===== src/rtl/display_pkg.sv =====
// -----------------------------------------------------------------------------
// display_pkg
// Shared definitions for the display front end: VGA raster constants, the
// frame-sync FSM state encoding, shadow-field widths and the packed snapshot
// record that carries one complete game state from game logic to the display.
// -----------------------------------------------------------------------------
package display_pkg;

   // Raster geometry of the 640x480 VGA mode driving h_cnt / v_cnt
   localparam int H_VISIBLE = 640;
   localparam int V_VISIBLE = 480;
   localparam int V_TOTAL   = 525;

   // Widths of the raster counters and the shadowed game fields
   localparam int CNT_W   = 10;
   localparam int STATE_W = 4;
   localparam int POS_W   = 9;
   localparam int HUD_W   = 2;
   localparam int MASK_W  = 4;

   // Widths of the frame-timing outputs
   localparam int FRAME_CNT_W = 16;
   localparam int SHIFT_W     = 6;
   localparam int STALL_W     = 8;

   // Frame-sync sequencer states
   typedef enum logic [1:0] {
      S_ACTIVE = 2'd0,
      S_BLANK  = 2'd1,
      S_HOLD   = 2'd2
   } sync_state_t;

   // One complete game-state snapshot as seen by the display path
   typedef struct packed {
      logic [STATE_W-1:0] state;
      logic [STATE_W-1:0] player_state;
      logic [STATE_W-1:0] boss_state;
      logic [POS_W-1:0]   player_x;
      logic [POS_W-1:0]   player_y;
      logic [POS_W-1:0]   boss_x;
      logic [POS_W-1:0]   boss_y;
      logic [POS_W-1:0]   obj_x;
      logic [POS_W-1:0]   obj_y;
      logic [HUD_W-1:0]   key_find;
      logic [HUD_W-1:0]   life;
      logic [HUD_W-1:0]   todo;
      logic [MASK_W-1:0]  play_valid;
   } snapshot_t;

   // True on the first pixel of the first blanking line
   function automatic logic is_boundary(input logic [CNT_W-1:0] h,
                                        input logic [CNT_W-1:0] v,
                                        input logic [CNT_W-1:0] v_vis);
      return (v == v_vis) && (h == '0);
   endfunction

endpackage


===== src/rtl/dark_timer.sv =====
// -----------------------------------------------------------------------------
// dark_timer
// Frame-based flash timer. A trigger (re)loads the counter with DARK_FRAMES and
// raises dark_active on the next clock; every frame_start pulse counts it down
// and dark_active drops when it reaches zero. A trigger that lands on the same
// clock as frame_start reloads rather than decrements.
//
// Ports:
//   clk          system clock
//   rst          asynchronous active-low reset
//   frame_start  one-cycle frame boundary pulse
//   dark_trig    one-cycle flash request
//   dark_active  flash in progress (registered)
// -----------------------------------------------------------------------------
module dark_timer #(
   parameter int DARK_FRAMES = 30
) (
   input  logic clk,
   input  logic rst,
   input  logic frame_start,
   input  logic dark_trig,
   output logic dark_active
);

   localparam int CW = (DARK_FRAMES > 1) ? $clog2(DARK_FRAMES + 1) : 1;

   logic [CW-1:0] frames_left;

   // Reload has priority over the frame decrement so a retrigger always
   // restarts a full-length flash, even on a frame boundary. The flag is
   // cleared on the same edge that takes the count from one to zero.
   always_ff @(posedge clk or negedge rst) begin
      if (!rst) begin
         frames_left <= '0;
         dark_active <= 1'b0;
      end else if (dark_trig) begin
         frames_left <= CW'(DARK_FRAMES);
         dark_active <= 1'b1;
      end else if (frame_start && (frames_left != '0)) begin
         frames_left <= frames_left - 1'b1;
         if (frames_left == CW'(1)) begin
            dark_active <= 1'b0;
         end
      end
   end

endmodule


===== src/rtl/frame_sync_ctrl.sv =====
// -----------------------------------------------------------------------------
// frame_sync_ctrl
// Frame-level sequencer in front of the display layer mux. Game-logic values
// are copied into shadow registers only during vertical blanking (at most one
// snapshot per frame), so a rendered frame never mixes two game states. The
// block also produces per-frame timing: frame_start pulse, frame counter,
// interface scroll offset (shift) and the timed dark flash (isDark).
//
// Optional build macro:
//   FRAME_SYNC_STALL_CNT_EN  adds stall_cnt, a saturating count of frames that
//                            ended blanking without a new snapshot; cleared by
//                            the next accepted snapshot.
//
// Ports:
//   clk, rst                 clock, asynchronous active-low reset
//   h_cnt, v_cnt             VGA raster counters (may hold for several clocks)
//   upd_valid / upd_ready    snapshot handshake with the game logic
//   in_*                     live game state, positions and HUD values
//   dark_trig                one-cycle dark flash request
//   state ... play_valid     shadowed copies of in_*
//   frame_start              one-cycle pulse per frame boundary
//   frame_cnt                frames since reset (wraps)
//   shift                    scroll offset, advances every SHIFT_DIV frames
//   stall_cnt                stale-frame count (FRAME_SYNC_STALL_CNT_EN only)
//   isDark                   dark flash active
// -----------------------------------------------------------------------------
module frame_sync_ctrl #(
   parameter int V_VISIBLE   = display_pkg::V_VISIBLE,
   parameter int SHIFT_DIV   = 4,
   parameter int SHIFT_MAX   = 63,
   parameter int DARK_FRAMES = 30
) (
   input  logic        clk,
   input  logic        rst,
   input  logic [9:0]  h_cnt,
   input  logic [9:0]  v_cnt,
   input  logic        upd_valid,
   output logic        upd_ready,
   input  logic [3:0]  in_state,
   input  logic [3:0]  in_player_state,
   input  logic [3:0]  in_boss_state,
   input  logic [8:0]  in_player_x,
   input  logic [8:0]  in_player_y,
   input  logic [8:0]  in_boss_x,
   input  logic [8:0]  in_boss_y,
   input  logic [8:0]  in_obj_x,
   input  logic [8:0]  in_obj_y,
   input  logic [1:0]  in_key_find,
   input  logic [1:0]  in_life,
   input  logic [1:0]  in_todo,
   input  logic [3:0]  in_play_valid,
   input  logic        dark_trig,
   output logic [3:0]  state,
   output logic [3:0]  player_state,
   output logic [3:0]  boss_state,
   output logic [8:0]  player_x,
   output logic [8:0]  player_y,
   output logic [8:0]  boss_x,
   output logic [8:0]  boss_y,
   output logic [8:0]  obj_x,
   output logic [8:0]  obj_y,
   output logic [1:0]  key_find,
   output logic [1:0]  life,
   output logic [1:0]  todo,
   output logic [3:0]  play_valid,
   output logic        frame_start,
   output logic [15:0] frame_cnt,
   output logic [5:0]  shift,
`ifdef FRAME_SYNC_STALL_CNT_EN
   output logic [7:0]  stall_cnt,
`endif
   output logic        isDark
);

   import display_pkg::sync_state_t;
   import display_pkg::snapshot_t;
   import display_pkg::S_ACTIVE;
   import display_pkg::S_BLANK;
   import display_pkg::S_HOLD;
   import display_pkg::is_boundary;

   localparam int DIV_W = (SHIFT_DIV > 1) ? $clog2(SHIFT_DIV) : 1;

   sync_state_t      fsm_q;
   snapshot_t        in_snap;
   snapshot_t        shadow_q;
   logic             boundary;
   logic             boundary_q;
   logic             new_frame;
   logic             handshake;
   logic [DIV_W-1:0] shift_div_q;

   // Gather the live game inputs into one record so they are captured together
   always_comb begin
      in_snap              = '0;
      in_snap.state        = in_state;
      in_snap.player_state = in_player_state;
      in_snap.boss_state   = in_boss_state;
      in_snap.player_x     = in_player_x;
      in_snap.player_y     = in_player_y;
      in_snap.boss_x       = in_boss_x;
      in_snap.boss_y       = in_boss_y;
      in_snap.obj_x        = in_obj_x;
      in_snap.obj_y        = in_obj_y;
      in_snap.key_find     = in_key_find;
      in_snap.life         = in_life;
      in_snap.todo         = in_todo;
      in_snap.play_valid   = in_play_valid;
   end

   assign boundary  = is_boundary(h_cnt, v_cnt, 10'(V_VISIBLE));
   assign new_frame = (v_cnt < 10'(V_VISIBLE));
   assign handshake = upd_valid && upd_ready;

   // The raster counters can sit on the boundary pixel for several clocks when
   // clk runs faster than the pixel clock, so only the rising edge of the
   // boundary condition produces a frame_start pulse.
   always_ff @(posedge clk or negedge rst) begin
      if (!rst) begin
         boundary_q  <= 1'b0;
         frame_start <= 1'b0;
      end else begin
         boundary_q  <= boundary;
         frame_start <= boundary && !boundary_q;
      end
   end

   // Snapshot sequencer. upd_ready is a registered function of the state only,
   // so a producer that holds upd_valid high is accepted on the first blanking
   // cycle. A capture moves to S_HOLD, which keeps ready low for the rest of
   // the blanking interval so only one snapshot lands per frame. Leaving
   // S_BLANK when the next frame starts without a handshake keeps the old
   // shadows for another frame.
   always_ff @(posedge clk or negedge rst) begin
      if (!rst) begin
         fsm_q     <= S_ACTIVE;
         upd_ready <= 1'b0;
         shadow_q  <= '0;
      end else begin
         unique case (fsm_q)
            S_ACTIVE: begin
               if (frame_start) begin
                  fsm_q     <= S_BLANK;
                  upd_ready <= 1'b1;
               end
            end
            S_BLANK: begin
               if (handshake) begin
                  shadow_q  <= in_snap;
                  fsm_q     <= S_HOLD;
                  upd_ready <= 1'b0;
               end else if (new_frame) begin
                  fsm_q     <= S_ACTIVE;
                  upd_ready <= 1'b0;
               end
            end
            S_HOLD: begin
               if (new_frame) begin
                  fsm_q <= S_ACTIVE;
               end
            end
            default: begin
               fsm_q     <= S_ACTIVE;
               upd_ready <= 1'b0;
            end
         endcase
      end
   end

   // Frame counter and scroll offset. The divider steps once per frame and
   // advances shift on its terminal count; shift wraps after SHIFT_MAX.
   always_ff @(posedge clk or negedge rst) begin
      if (!rst) begin
         frame_cnt   <= '0;
         shift_div_q <= '0;
         shift       <= '0;
      end else if (frame_start) begin
         frame_cnt <= frame_cnt + 16'd1;
         if (shift_div_q == DIV_W'(SHIFT_DIV - 1)) begin
            shift_div_q <= '0;
            if (shift == 6'(SHIFT_MAX)) begin
               shift <= '0;
            end else begin
               shift <= shift + 6'd1;
            end
         end else begin
            shift_div_q <= shift_div_q + 1'b1;
         end
      end
   end

`ifdef FRAME_SYNC_STALL_CNT_EN
   // Counts frames that start rendering with stale state: blanking ended with
   // no snapshot taken. Saturates so a long stall stays visible; any accepted
   // snapshot clears it.
   always_ff @(posedge clk or negedge rst) begin
      if (!rst) begin
         stall_cnt <= '0;
      end else if ((fsm_q == S_BLANK) && handshake) begin
         stall_cnt <= '0;
      end else if ((fsm_q == S_BLANK) && new_frame && (stall_cnt != 8'hFF)) begin
         stall_cnt <= stall_cnt + 8'd1;
      end
   end
`endif

   dark_timer #(
      .DARK_FRAMES (DARK_FRAMES)
   ) u_dark_timer (
      .clk         (clk),
      .rst         (rst),
      .frame_start (frame_start),
      .dark_trig   (dark_trig),
      .dark_active (isDark)
   );

   assign state        = shadow_q.state;
   assign player_state = shadow_q.player_state;
   assign boss_state   = shadow_q.boss_state;
   assign player_x     = shadow_q.player_x;
   assign player_y     = shadow_q.player_y;
   assign boss_x       = shadow_q.boss_x;
   assign boss_y       = shadow_q.boss_y;
   assign obj_x        = shadow_q.obj_x;
   assign obj_y        = shadow_q.obj_y;
   assign key_find     = shadow_q.key_find;
   assign life         = shadow_q.life;
   assign todo         = shadow_q.todo;
   assign play_valid   = shadow_q.play_valid;

endmodule


===== config.mk =====
export PLATFORM = sky130hd
export DESIGN_NAME = frame_sync_ctrl
export DESIGN_NICKNAME = d
export VERILOG_FILES = /design/src/rtl/display_pkg.sv /design/src/rtl/dark_timer.sv /design/src/rtl/frame_sync_ctrl.sv
export SDC_FILE = /design/constraint.sdc
export NUM_CORES = 1
export LEC_CHECK = 0
export CAP_MARGIN = 5
export CORE_MARGIN = 2
export CORE_UTILIZATION = 40
export DETAILED_ROUTE_END_ITERATION = 10
export GPL_ROUTABILITY_DRIVEN = 0
export PLACE_DENSITY_LB_ADDON = 0.3
export SYNTH_ARGS = -nofsm -noshare
export SYNTH_HDL_FRONTEND = slang
export SYNTH_SLANG_ARGS = --single-unit

===== constraint.sdc =====
create_clock -name clk -period 1.9 [get_ports clk]
set_input_delay 0.19 -clock clk [delete_from_list [all_inputs] [get_ports clk]]
set_output_delay 0.19 -clock clk [all_outputs]
set_load 0.01 [all_outputs]

==> metrics <==
Slew Viols, Final=0; layout cells sized above 1=12.17%; Ports=roughly 200; routed wire length=10,010 um; Leak Pwr=0.003240 uW; Post-Syn Area per Cell=around 14 um^2; Async S/R FF share, synth=100.0%; Synth cell types=38; RSZ-0062 raised after global routing=no; startpoint types=flip-flop; Slew @ Worst Pin=0.5111 ns; Final Hold Viols=0; crit-path cells=inv_1 -> ha_1 -> nor4b_1 -> nand2b_1 -> nor2_1 -> a211o_1; top cell type's share of synthesized area=62.52%; GR Overflow Total=0; Clock Tree Root=clkbuf_8; largest net degree at the start of global routing=44; DR WL/cell=15.03 um; Post-DRT Antenna Nets=0; Clock transition at path regs=0.10 ns; Buf/Inv on CP=1; 1st-iter DRT viols=around 160; Clock Latency Late Sink=0.36 ns; Synth top cells by count=dfrtp_1 (111), mux2_1 (46), mux2_2 (34), nand2_1 (15), xnor2_1 (11); WP data arrival=1.98 ns; worst hold-check path type=in -> async; gr usage total=between 10% and 20%; Synth Net Count=about 420; Placed Area=6713 um^2; Mapped Cells=310; core region area=10,840 um^2; post-CTS setup buffers=0; Final period util=91.00%; Clock Sink Count=111; CP Class=reg -> reg; Starting Density=40.99%; Seq/Total Area, Yosys=62.52%; nets=~630; Synth Warn #=0; f_max=578.4 MHz; HPWL after DPL=between 7000 and 8000 um; maxcap violations=0; worst reg2reg startpoint=u_dark_timer.frames_left[0]; Via Count=3,212; vias in the first global route=3,371; DR vias/cell=between 4 and 5; area grow syn2layout=55.28%; Post-synth EDFFs=0; CTS tree=yes; H-tree levels=3; Port-buffer cells=200; crit path launch=u_dark_timer.frames_left[0]; initial antenna violation count=0; Setup Viol. Count Final=0; clk_skew=0.007487 ns; first-pass GRT wire length=15,640 um; design area=6899 um^2; Die H=109.4 um; Antenna Cells=0; Mapped Area=4443 um^2; synth top area cells=dfrtp_1 (63%), mux2_1 (12%), mux2_2 (8.6%), xnor2_1 (2.2%), ha_1 (1.7%); top-count cell post-synth=dfrtp_1; Max-slew headroom=65.93%; DRC=0; required time of the worst setup path=2.15 ns; flops & latches, synth=111; Power Density=567.8 nW/um^2; Initial DRT Pass Iterations=4; FILL cells=872; CP max stage delay=0.41 ns; fin crit period=1.729 ns; leading area contributor after synthesis=dfrtp_1; Post-synth top flop=dfrtp_1; row cnt=38; crit path capture type=flip-flop; Crit-path slowest cell=dfrtp_1; CTS buffer count=9; Max IR drop VDD=0.3155 mV; maximum clock insertion buffer count=2; CP max FO=3; die width=around 110 um; top cell family by delay on the critical path=simple AND/OR/NAND/NOR gates; status=finished clean; Die Area=11,970 um^2; setup_tns=0 ns
## sequential cells by signal (all words and copies together) (netlist names), 4 cells and up
name and count:
player_state 4, state 4, obj_x 9, shift 6
u_dark_timer.frames_left 5, obj_y 9, frame_cnt 16, boss_y 9
player_y 9, boss_state 4, play_valid 4, boss_x 9
player_x 9
## report_power, final
| part | internal (uW) | leakage, uW | switching (uW) |
|---|---|---|---|
| sequential | 2360 | 0.00152 | 0.0339 |
| clock | 547 | 0.0000894 | 742 |
| combinational | 190 | 0.00163 | 78.3 |
| total | 3100 | 0.00324 | 820 |
## cells by family (layout without fill, tap and decap cells)
group                    Yosys count  after routing  synth area share [%]
flip-flops                       111            111                 62.52
buffers and inverters             16            232                 1.577
adder cells (fa/ha/maj)            6              6                 1.690
AND/OR/NAND/NOR                   65             65                 8.420
multiplexers                      80             80                 20.28
AO/OA/AOI/OAI                     13             13                 1.774
XOR/XNOR                          19             19                 3.745
## cell type report
cell class / instances / area [um^2] / share of cell area (%)
Clock buffer: 13 / 158.9 / 2.303
Clock inverter: 3 / 17.52 / 0.2539
Inverter: 6 / 22.52 / 0.3264
Multi-Input combinational cell: 183 / 1595 / 23.12
Sequential cell: 111 / 2778 / 40.26
Tap cell: 140 / 175.2 / 2.539
Timing Repair Buffer: 210 / 2152 / 31.19
## what timing repair did
action,4_1_cts,5_1_grt
hold buffers,1,0
endpoints found under the hold margin,36,0
resized for setup,0,0
endpoints found under the setup margin,0,0
## metrics by stage
stage	util (%)	hold WS (ns)	std cells	setup WS [ns]	total power, uW
after floorplan	-	-0.1056	310	0.2898	2416
after global placement	61.92	0.1941	649	0.2307	2674
after detailed placement	61.92	0.1967	649	0.1692	2678
after CTS	63.64	0.3282	666	0.1425	3972
after global routing	63.64	0.3589	666	0.03119	4086
final	63.64	0.3363	666	0.1711	3917
## metal layers
metal / vias to the layer above / global-route usage (%) / share of wire, %
li1: 1514 / - / -
met1: 1571 / 18.77 / 39
met2: 112 / 29.32 / 51
met3: 15 / 4.861 / 8.0
met4: 0 / 8.228 / 2.3
met5: - / 0 / 0
## worst register-to-register path: cells and delay by family (launching register included)
kind                       cells  cell delay [ns]
and+or+nand+nor                3             0.63
adders and majority gates      1             0.20
DFF                            1             0.41
AOI/OAI and AO/OA              1             0.26
buffers and inverters          1             0.12
## final timing paths
path	slack, ns	cells after the start	end
max	0.17	6	u_dark_timer.frames_left[1]
min	0.34	2	shift[5]
max reg2reg	0.17	6	u_dark_timer.frames_left[1]
min reg2reg	0.41	1	frame_start
max in group asynchronous	0.95	3	frame_cnt[12]
min in group clk	0.41	1	frame_start
## placed cells by master, fill, tap and decap left out, drive strengths merged, types with 2 or more instances in the layout
cell / n
clkdlybuf4s50: 199
dfrtp: 111
mux2: 80
nand2: 15
clkbuf: 13
xnor2: 11
buf: 10
nor2: 8
xor2: 8
nand4: 8
inv: 6
nor4: 6
ha: 6
nand2b: 5
nand3: 5
nor3: 5
o21ai: 4
and3: 4
a21oi: 3
a211o: 2
a31oi: 2
clkinv: 2
or4: 2
No activity file was read; power rests on OpenSTA's default activity.
